## src/rtl/lcd_rx.sv

```systemverilog
// ---------------------------------------------------------------------------
// LcdRx -- serial LCD framebuffer receiver
//
// Captures a CPU-driven serial LCD stream (clock + data, MSB first) that is
// asynchronous to the FPGA clock. It assembles bytes and writes them into a
// framebuffer. A long low period on lcd_clk marks the gap between frames.
//
// Parameters
//    IDLE_CYCLES  fpga_clk cycles of lcd_clk low that mark a frame gap
//    FRAME_BYTES  bytes per frame (64x32 pixels, 1 bpp)
//
// Ports
//    fpga_clk    in   system clock, all logic on rising edge
//    rst_in      in   asynchronous active-low reset
//    lcd_clk     in   serial clock from cpu (asynchronous)
//    lcd_data    in   serial data from cpu, MSB first
//    fb_wr_en    out  one-cycle framebuffer write strobe
//    fb_wr_addr  out  byte address within frame (held between writes)
//    fb_wr_data  out  received byte (held between writes)
//    frame_done  out  one-cycle pulse alongside the last write of a frame
//    frame_err   out  sticky: gap seen mid-byte or frame short
// ---------------------------------------------------------------------------
`timescale 1ns/1ps

module lcd_rx #(
   parameter int IDLE_CYCLES = 64,
   parameter int FRAME_BYTES = 256
) (
   input  logic       fpga_clk,
   input  logic       rst_in,
   input  logic       lcd_clk,
   input  logic       lcd_data,
   output logic       fb_wr_en,
   output logic [7:0] fb_wr_addr,
   output logic [7:0] fb_wr_data,
   output logic       frame_done,
   output logic       frame_err
);

   localparam int             IW        = $clog2(IDLE_CYCLES + 1);
   localparam logic [IW-1:0]  IDLE_MAX  = IW'(IDLE_CYCLES);
   localparam logic [IW-1:0]  IDLE_LAST = IW'(IDLE_CYCLES - 1);
   localparam logic [7:0]     LAST_BYTE = 8'(FRAME_BYTES - 1);

   typedef enum logic [1:0] {
      IDLE,
      RECV,
      GAP
   } state_t;

   state_t          state_q;
   state_t          state_d;

   logic            clk_meta;
   logic            clk_sync;
   logic            clk_prev;
   logic            data_meta;
   logic            data_sync;
   logic [IW-1:0]   idle_cnt;
   logic [2:0]      bit_cnt;
   logic [7:0]      shift_reg;
   logic [7:0]      byte_idx;

   logic            rise;
   logic            idle_hit;
   logic            enter_gap;

   // A rising edge is a low-to-high transition of the synchronized clock
   // between consecutive cycles. The idle hit fires on the cycle the idle
   // counter is about to reach its limit. It therefore lines up with the
   // counter reaching IDLE_CYCLES. It can never coincide with an edge,
   // because an edge needs the synchronized clock high.
   assign rise      = clk_sync & ~clk_prev;
   assign idle_hit  = ~clk_sync && (idle_cnt == IDLE_LAST);
   assign enter_gap = (state_q == RECV) && (state_d == GAP);

   // Two-flop synchronizers for the asynchronous serial inputs, plus one
   // extra flop of history on the clock for edge detection.
   always_ff @(posedge fpga_clk or negedge rst_in) begin
      if (!rst_in) begin
         clk_meta  <= 1'b0;
         clk_sync  <= 1'b0;
         clk_prev  <= 1'b0;
         data_meta <= 1'b0;
         data_sync <= 1'b0;
      end else begin
         clk_meta  <= lcd_clk;
         clk_sync  <= clk_meta;
         clk_prev  <= clk_sync;
         data_meta <= lcd_data;
         data_sync <= data_meta;
      end
   end

   // Idle counter: counts synchronized-low cycles and clears on any high
   // cycle. It saturates so a long pause cannot wrap it around.
   always_ff @(posedge fpga_clk or negedge rst_in) begin
      if (!rst_in) begin
         idle_cnt <= '0;
      end else if (clk_sync) begin
         idle_cnt <= '0;
      end else if (idle_cnt != IDLE_MAX) begin
         idle_cnt <= idle_cnt + 1'b1;
      end
   end

   // FSM state register.
   always_ff @(posedge fpga_clk or negedge rst_in) begin
      if (!rst_in) begin
         state_q <= IDLE;
      end else begin
         state_q <= state_d;
      end
   end

   // FSM next state. Edges are handled by the datapath in every state.
   // Only the RECV-to-GAP transition has side effects of its own.
   always_comb begin
      state_d = state_q;
      case (state_q)
         IDLE:    if (rise)     state_d = RECV;
         RECV:    if (idle_hit) state_d = GAP;
         GAP:     if (rise)     state_d = RECV;
         default:               state_d = IDLE;
      endcase
   end

   // Datapath: shift bits in on each edge. After the eighth bit, register
   // the write strobe for the following cycle. A frame gap restarts the
   // byte/bit position. A gap also flags an error if the gap cut a byte
   // or a frame short.
   always_ff @(posedge fpga_clk or negedge rst_in) begin
      if (!rst_in) begin
         bit_cnt    <= 3'd0;
         shift_reg  <= 8'd0;
         byte_idx   <= 8'd0;
         fb_wr_en   <= 1'b0;
         fb_wr_addr <= 8'd0;
         fb_wr_data <= 8'd0;
         frame_done <= 1'b0;
         frame_err  <= 1'b0;
      end else begin
         fb_wr_en   <= 1'b0;
         frame_done <= 1'b0;
         if (enter_gap) begin
            bit_cnt  <= 3'd0;
            byte_idx <= 8'd0;
            if ((bit_cnt != 3'd0) || (byte_idx != 8'd0)) begin
               frame_err <= 1'b1;
            end
         end else if (rise) begin
            shift_reg <= {shift_reg[6:0], data_sync};
            bit_cnt   <= bit_cnt + 3'd1;
            if (bit_cnt == 3'd7) begin
               fb_wr_en   <= 1'b1;
               fb_wr_data <= {shift_reg[6:0], data_sync};
               fb_wr_addr <= byte_idx;
               if (byte_idx == LAST_BYTE) begin
                  byte_idx   <= 8'd0;
                  frame_done <= 1'b1;
               end else begin
                  byte_idx <= byte_idx + 8'd1;
               end
            end
         end
      end
   end

endmodule

```

## config.mk

```make
export PLATFORM = sky130hd
export DESIGN_NAME = lcd_rx
export DESIGN_NICKNAME = d
export VERILOG_FILES = /design/src/rtl/lcd_rx.sv
export SDC_FILE = /design/constraint.sdc
export NUM_CORES = 1
export LEC_CHECK = 0
export ABC_AREA = 0
export CAP_MARGIN = 25
export CORE_ASPECT_RATIO = 0.8
export CORE_MARGIN = 4
export CORE_UTILIZATION = 30
export DETAILED_ROUTE_END_ITERATION = 8
export GPL_TIMING_DRIVEN = 0
export PLACE_DENSITY_LB_ADDON = 0.25
export SLEW_MARGIN = 20
export SYNTH_ARGS = -nofsm -noshare
export SYNTH_HDL_FRONTEND = slang
export SYNTH_SLANG_ARGS = --single-unit
```

## constraint.sdc

```tcl
create_clock -name fpga_clk -period 1.6 [get_ports fpga_clk]
set_clock_uncertainty 0.1 [all_clocks]
set_input_delay 0.4 -clock fpga_clk [delete_from_list [all_inputs] [get_ports fpga_clk]]
set_output_delay 0.4 -clock fpga_clk [all_outputs]
set_load 0.01 [all_outputs]
```

==> results.tsv <==
metric	value	unit
run_status	complete, no violations	
timing.rr.end	byte_idx[0]	
ys_ff_latch	51	
dp_hpwl	2850	um
n_antenna_cell	0	
grt_pass1_wl	7820	um
critPathKind	flip-flop to flip-flop	
ys_top_cells_by_count	nand2_1 (73), dfrtp_1 (51), o21ai_0 (11), nor2_1 (10)	
routed_via_density	4.54	
ff2ff_path_depth	6	
antenna_left	0	
routed_wl	4310	um
initial_core_util	0.315	
drtIter0Drc	45	
grt_max_degree	52	
ir_worst_vdd	0.388	mV
clock_latency	0.31	ns
vias	1562	
nets	268	
reg2reg_slack	0.03	ns
yosys.area.top_type	dfrtp_1	
relSlewSlack	0.563	
final_area	2760	um2
syn_inst	223	
synthToLayoutAreaGrowth	24.7	%
clk_pin_slew	0.10	ns
cp-start-kind	flip-flop	
avgRoutedWirePerCell	12.5	um
rsz0062_at_grt	yes	
crit_path_max_incr_delay	0.40	ns
p_leak	1.43	nW
worstMarginPinSlew	0.655	ns
finalSetupViolCount	0	
cts_made_buffers	5	
report.final.hold_viol_count	0	
tns	0	ns
io_pins	23	
die_w	104	um
drive_above_1_share	0.156	
biggestRegsByFlops	byte_idx: 8 flops, fb_wr_addr: 8 flops, fb_wr_data: 8 flops	
yosysMostFrequentCell	nand2_1	
dpl_cell_area	2540	um2
arrival	1.72	ns
synth_cell_types	37	
dominantRegCellSynth	dfrtp_1	
yosysTopAreaCellShare	0.577	
synth_area_leaders	dfrtp_1 (58%), nand2_1 (12%), ha_1 (4.0%)	
die_y	84.8	um
cts_hold_buf	0	
p_per_area	1070	nW/um2
drc	0	
core_area	7030	um2
path_cells	ha_2 > ha_4 > nand3b_4 > inv_4 > a31oi_4 > mux2_4	
cts_max_level	2	
maxCapViolations	0	
dr.pass1.iters	4	
cp.required	1.75	ns
grt-ovfl-total	0	
crit_fanout	7	
cts_buffer_depth	2	
cts-root-buf	clkbuf_8	
port_buffers	22	
fmax	0.637	GHz
synth_area	2210	um2
synth_nets	234	
num_rows	27	
endpoint_kind	flip-flop	
track_usage	0.108	
die_area	8820	um2
antenna_found_initial	0	
synthArstFlopShare	1.00	
r2r-start	bit_cnt[0]	
finalCritPeriodShare	0.981	
cts.sinks	51	
ys_seq_area_frac	0.577	
cp_slowest_cell	dfrtp_1	
gp_congestion	0.758	
grt_pass1_vias	1625	
cts_tree	yes	
finalCriticalPeriod	1.57	ns
avgSynthCellArea	9.91	um2
min_path_type	primary input to asynchronous set/reset pin	
slew_violations	0	
synth_edf_count	0	
yosys_warnings	0	
## what timing repair did
item                       4_1_cts  5_1_grt
pin swaps                        1        8
setup endpoints to repair       47       22
buffers inserted                 3        2
gates resized for setup         26       18
gates cloned                     0        0
## cells by family (layout without fill, tap and decap cells)
family / after synthesis / after routing / share of synthesized area
adder cells (fa/ha/maj): 7 / 7 / 0.0396
AO/OA/AOI/OAI: 29 / 29 / 0.0775
XOR/XNOR: 4 / 4 / 0.0158
AND/OR/NAND/NOR: 111 / 111 / 0.238
flip-flops: 51 / 51 / 0.577
multiplexers: 3 / 3 / 0.0141
buffers and inverters: 18 / 52 / 0.0373
## where the power goes
group	internal, mW	switching (mW)	total (mW)	leakage [nW]
registers	1.44	0.117	1.56	0.679
logic	0.249	0.255	0.504	0.698
clock network	0.458	0.439	0.896	0.0502
total	2.15	0.811	2.96	1.43
## worst max path at each step
stage	startpoint	to	cells past startpoint
finish	bit_cnt[0]	byte_idx[0]	6
global route	idle_cnt[1]	bit_cnt[2]	5
floorplan	bit_cnt[0]	byte_idx[2]	8
CTS	bit_cnt[0]	byte_idx[6]	7
detailed placement	bit_cnt[0]	byte_idx[3]	7
global placement	rst_in	fb_wr_data[4]	1
## final cells by class
cell class,count,area (um2)
multi-input cells,154,935
repair buffers,27,235
plain buffers,9,58.8
inverters,9,36.3
clock buffers,5,68.8
flip-flops and latches,51,1280
fillers,713,4270
clock inverters,2,37.5
well taps,87,109
## metal layers
layer  vias up  global-route usage  part of all wire
met4         0              0.0435             0.016
met1       734               0.145              0.50
met2        20               0.169              0.45
met5         -                   0                 0
met3         5              0.0254             0.033
li1        803                   -                 -
## metrics by stage
step | util | cells | total power, mW | hold WS (ns) | setup WS, ns
after CTS | 0.379 | 342 | 2.94 | 0.0526 | 0.00515
after global routing | 0.392 | 344 | 3.13 | 0.0732 | -0.0528
final | 0.392 | 344 | 2.96 | 0.0153 | 0.0297
after detailed placement | 0.361 | 332 | 2.08 | 0.238 | -0.157
after floorplan | - | 223 | 1.83 | 0.00441 | 0.0435
after global placement | 0.361 | 332 | 2.07 | 0.233 | -1.60
## cells in the final DEF (no fill, tap or decap), types with 2 or more instances in the layout
master | netlist | final
inv_1 | 8 | 8
a21oi_2 | 1 | 3
buf_4 | 3 | 6
dfrtp_1 | 51 | 51
buf_6 | 0 | 3
buf_2 | 3 | 3
ha_4 | 0 | 2
and4_1 | 2 | 2
ha_1 | 7 | 4
nand2_1 | 73 | 71
o21ai_1 | 3 | 5
clkbuf_8 | 0 | 5
xor2_1 | 3 | 3
nand3_1 | 7 | 7
nor2_1 | 10 | 10
and3_1 | 2 | 2
a21oi_1 | 8 | 5
nand3b_1 | 2 | 2
clkdlybuf4s50_1 | 0 | 2
mux2i_1 | 2 | 2
clkbuf_2 | 0 | 2
o21ai_0 | 11 | 9
nand2b_1 | 2 | 2
or3_1 | 3 | 3
dlygate4sd2_1 | 0 | 19
## worst max-delay path: cells and delay by family (launching register included)
family          cells  cell delay [ns]
mux                 1             0.21
simple gates        1             0.10
buf+inv             1             0.05
fa+ha+maj           2             0.36
compound gates      1             0.29
flops               1             0.40
(Power assumes the default switching activity.)
==> RTL edit (config.mk and constraints unchanged) <==
Put one more register stage on the output `fb_wr_addr`. The value now appears one clock later. The other outputs are not delayed to match.
--- a/src/rtl/lcd_rx.sv
+++ b/src/rtl/lcd_rx.sv
@@ -49,2 +49,4 @@
    } state_t;
+
+   logic [7:0] fb_wr_addr_s0;
 
@@ -137,3 +139,3 @@
          fb_wr_en   <= 1'b0;
-         fb_wr_addr <= 8'd0;
+         fb_wr_addr_s0 <= 8'd0;
          fb_wr_data <= 8'd0;
@@ -156,3 +158,3 @@
                fb_wr_data <= {shift_reg[6:0], data_sync};
-               fb_wr_addr <= byte_idx;
+               fb_wr_addr_s0 <= byte_idx;
                if (byte_idx == LAST_BYTE) begin
@@ -168,2 +170,6 @@
 
+   always_ff @(posedge fpga_clk) begin
+      fb_wr_addr <= fb_wr_addr_s0;
+   end
+
 endmodule
Behaviour: same outputs for any inputs over 10 cycles, from zero or initial values and one cycle with rst_in low; that may be too few to reach the edited logic, so the function may still have changed.
==> RTL edit against the unedited design <==
The flow now finishes with violations (hold timing, setup timing). Synthesized area increased by 4.6%. Count of clock-buffer cells in the layout is 5 higher. Cell area up 11%. Setup slack lost 92 ps. Wire length rose by 5.1%. Cell count up 9.6%. Combinational power shrank 1%. Total power is 27% higher. Sequential power increased by 13%. Fmax decreased by 5.5%. Sequential cell count grew 8. Global-route usage rose by 0.44 points. Critical path type unchanged.
==> RTL edit: results (changes against the unedited design) <==
STA
  • Setup tns final: -99.1 ps (was 0 ps)
  • Final WS setup: -62.3 ps (was 29.7 ps)
  • Fin. Hold Viols: 5 (was 0)
  • Setup violators final: 5 (was 0)
  • Hold_ws: -9.01 ps (was 15.3 ps)

Final layout
  • Clk cell area share: 0.0738 (was 0.0386)
  • Fillcell total: 734 (was 713)
  • Design Area, Final: 3070 sq um (was 2760 sq um)
  • Multi-input logic area: 916 sq um (was 935 sq um)
  • Share of layout cells above drive strength 1: 0.195 (was 0.156)
  • Comb_multi_in: 148 (was 154)

Setup path
  • Crit-path max FO: 5 (was 7)
  • CP max stage cell: or4b_4 (was dfrtp_1)
  • CP top delay family: simple AND/OR/NAND/NOR gates (was flip-flops)

Placed design
  • Place WS: -246 ps (was -157 ps)
  • DP Cell Count: 350 (was 332)
  • Dpl hpwl: 2740 um (was 2850 um)
  • Routability cong.: 0.731 (was 0.758)

Routing
  • Vias after detailed routing: 1667 (was 1562)
  • Drt total wl: 4530 um (was 4310 um)
  • DRT iter0 DRCs: 64 (was 45)
  • Routed len/inst: 12.0 um (was 12.5 um)

Yosys
  • Asr flop ratio synth: 0.864 (was 1.00)
  • Yosys cell types: 39 (was 37)
  • Area contributors post-synth: dfrtp_1, nand2_1, dfxtp_1, ha_1, xnor2_1 (was dfrtp_1, nand2_1, ha_1, o21ai_0, a21oi_1)
  • Post-Synth Adder-Cell Area: 0.0379 (was 0.0396)
  • Xor and xnor fraction of the mapped netlist area: 0.0265 (was 0.0158)

Pwr
  • VDD IR max: 0.411 mV (was 0.388 mV)
  • Leakage: 1.54 nW (was 1.43 nW)

Outcome
  • Failing checks: hold timing, setup timing
  • Status: finished, violations left (was completed)

CTS
  • # H-tree levels: 3 (was 2)
  • Worst-Skew Late Latency: 330 ps (was 310 ps)

Die
  • Total core area: 7460 sq um (was 7030 sq um)

Global route
  • Global-route wire length before repair: 8030 um (was 7820 um)
RTL edit: cell types whose count changed in the layout (fill, tap and decap cells not counted), moves of 3 or more:
cell / before / now
buf_4: 6 / 13
nand3_1: 7 / 4
o21ai_1: 5 / 2
o21ai_0: 9 / 6
xnor2_1: 1 / 5
dfxtp_1: 0 / 8
clkbuf_8: 5 / 10
nor3_1: 1 / 5
a21oi_1: 5 / 1
RTL edit: power by group:
| group | switching (mW) | leakage, nW | internal (mW) |
|---|---|---|---|
| clock | 0.587 | 0.108 | 0.918 |
| sequential | 0.115 | 0.743 | 1.65 |
| combinational | 0.257 | 0.691 | 0.242 |
| total | 0.959 | 1.54 | 2.81 |
RTL edit: path summary, 6_finish.rpt:
path | startpoint | end | slack (ps) | cells after the start
min in group fpga_clk | data_meta$_DFF_PN0_ | data_sync$_DFF_PN0_ | 260 | 0
min reg2reg | data_meta$_DFF_PN0_ | data_sync$_DFF_PN0_ | 260 | 0
max reg2reg | idle_cnt[4]$_DFFE_PN0P_ | idle_cnt[1]$_DFFE_PN0P_ | -60 | 4
max | idle_cnt[4]$_DFFE_PN0P_ | idle_cnt[1]$_DFFE_PN0P_ | -60 | 4
min | rst_in | fb_wr_addr_s0[6]$_DFFE_PN0P_ | -9 | 1
max in group asynchronous | rst_in | byte_idx[2]$_DFFE_PN0P_ | 930 | 1
RTL edit: metal layers:
metal,wire length [um],global-route usage,vias to the layer above
li1,-,-,828
met1,2220,0.147,796
met2,1980,0.164,34
met3,250,0.0514,9
met4,74,0.0424,0
met5,0,0,-
RTL edit: repair_timing:
action / in CTS / in global routing
setup buffers: 9 / 3
resized for setup: 35 / 14
setup endpoints to repair: 50 / 29
pin swaps: 5 / 10
endpoints found under the hold margin: 0 / 0
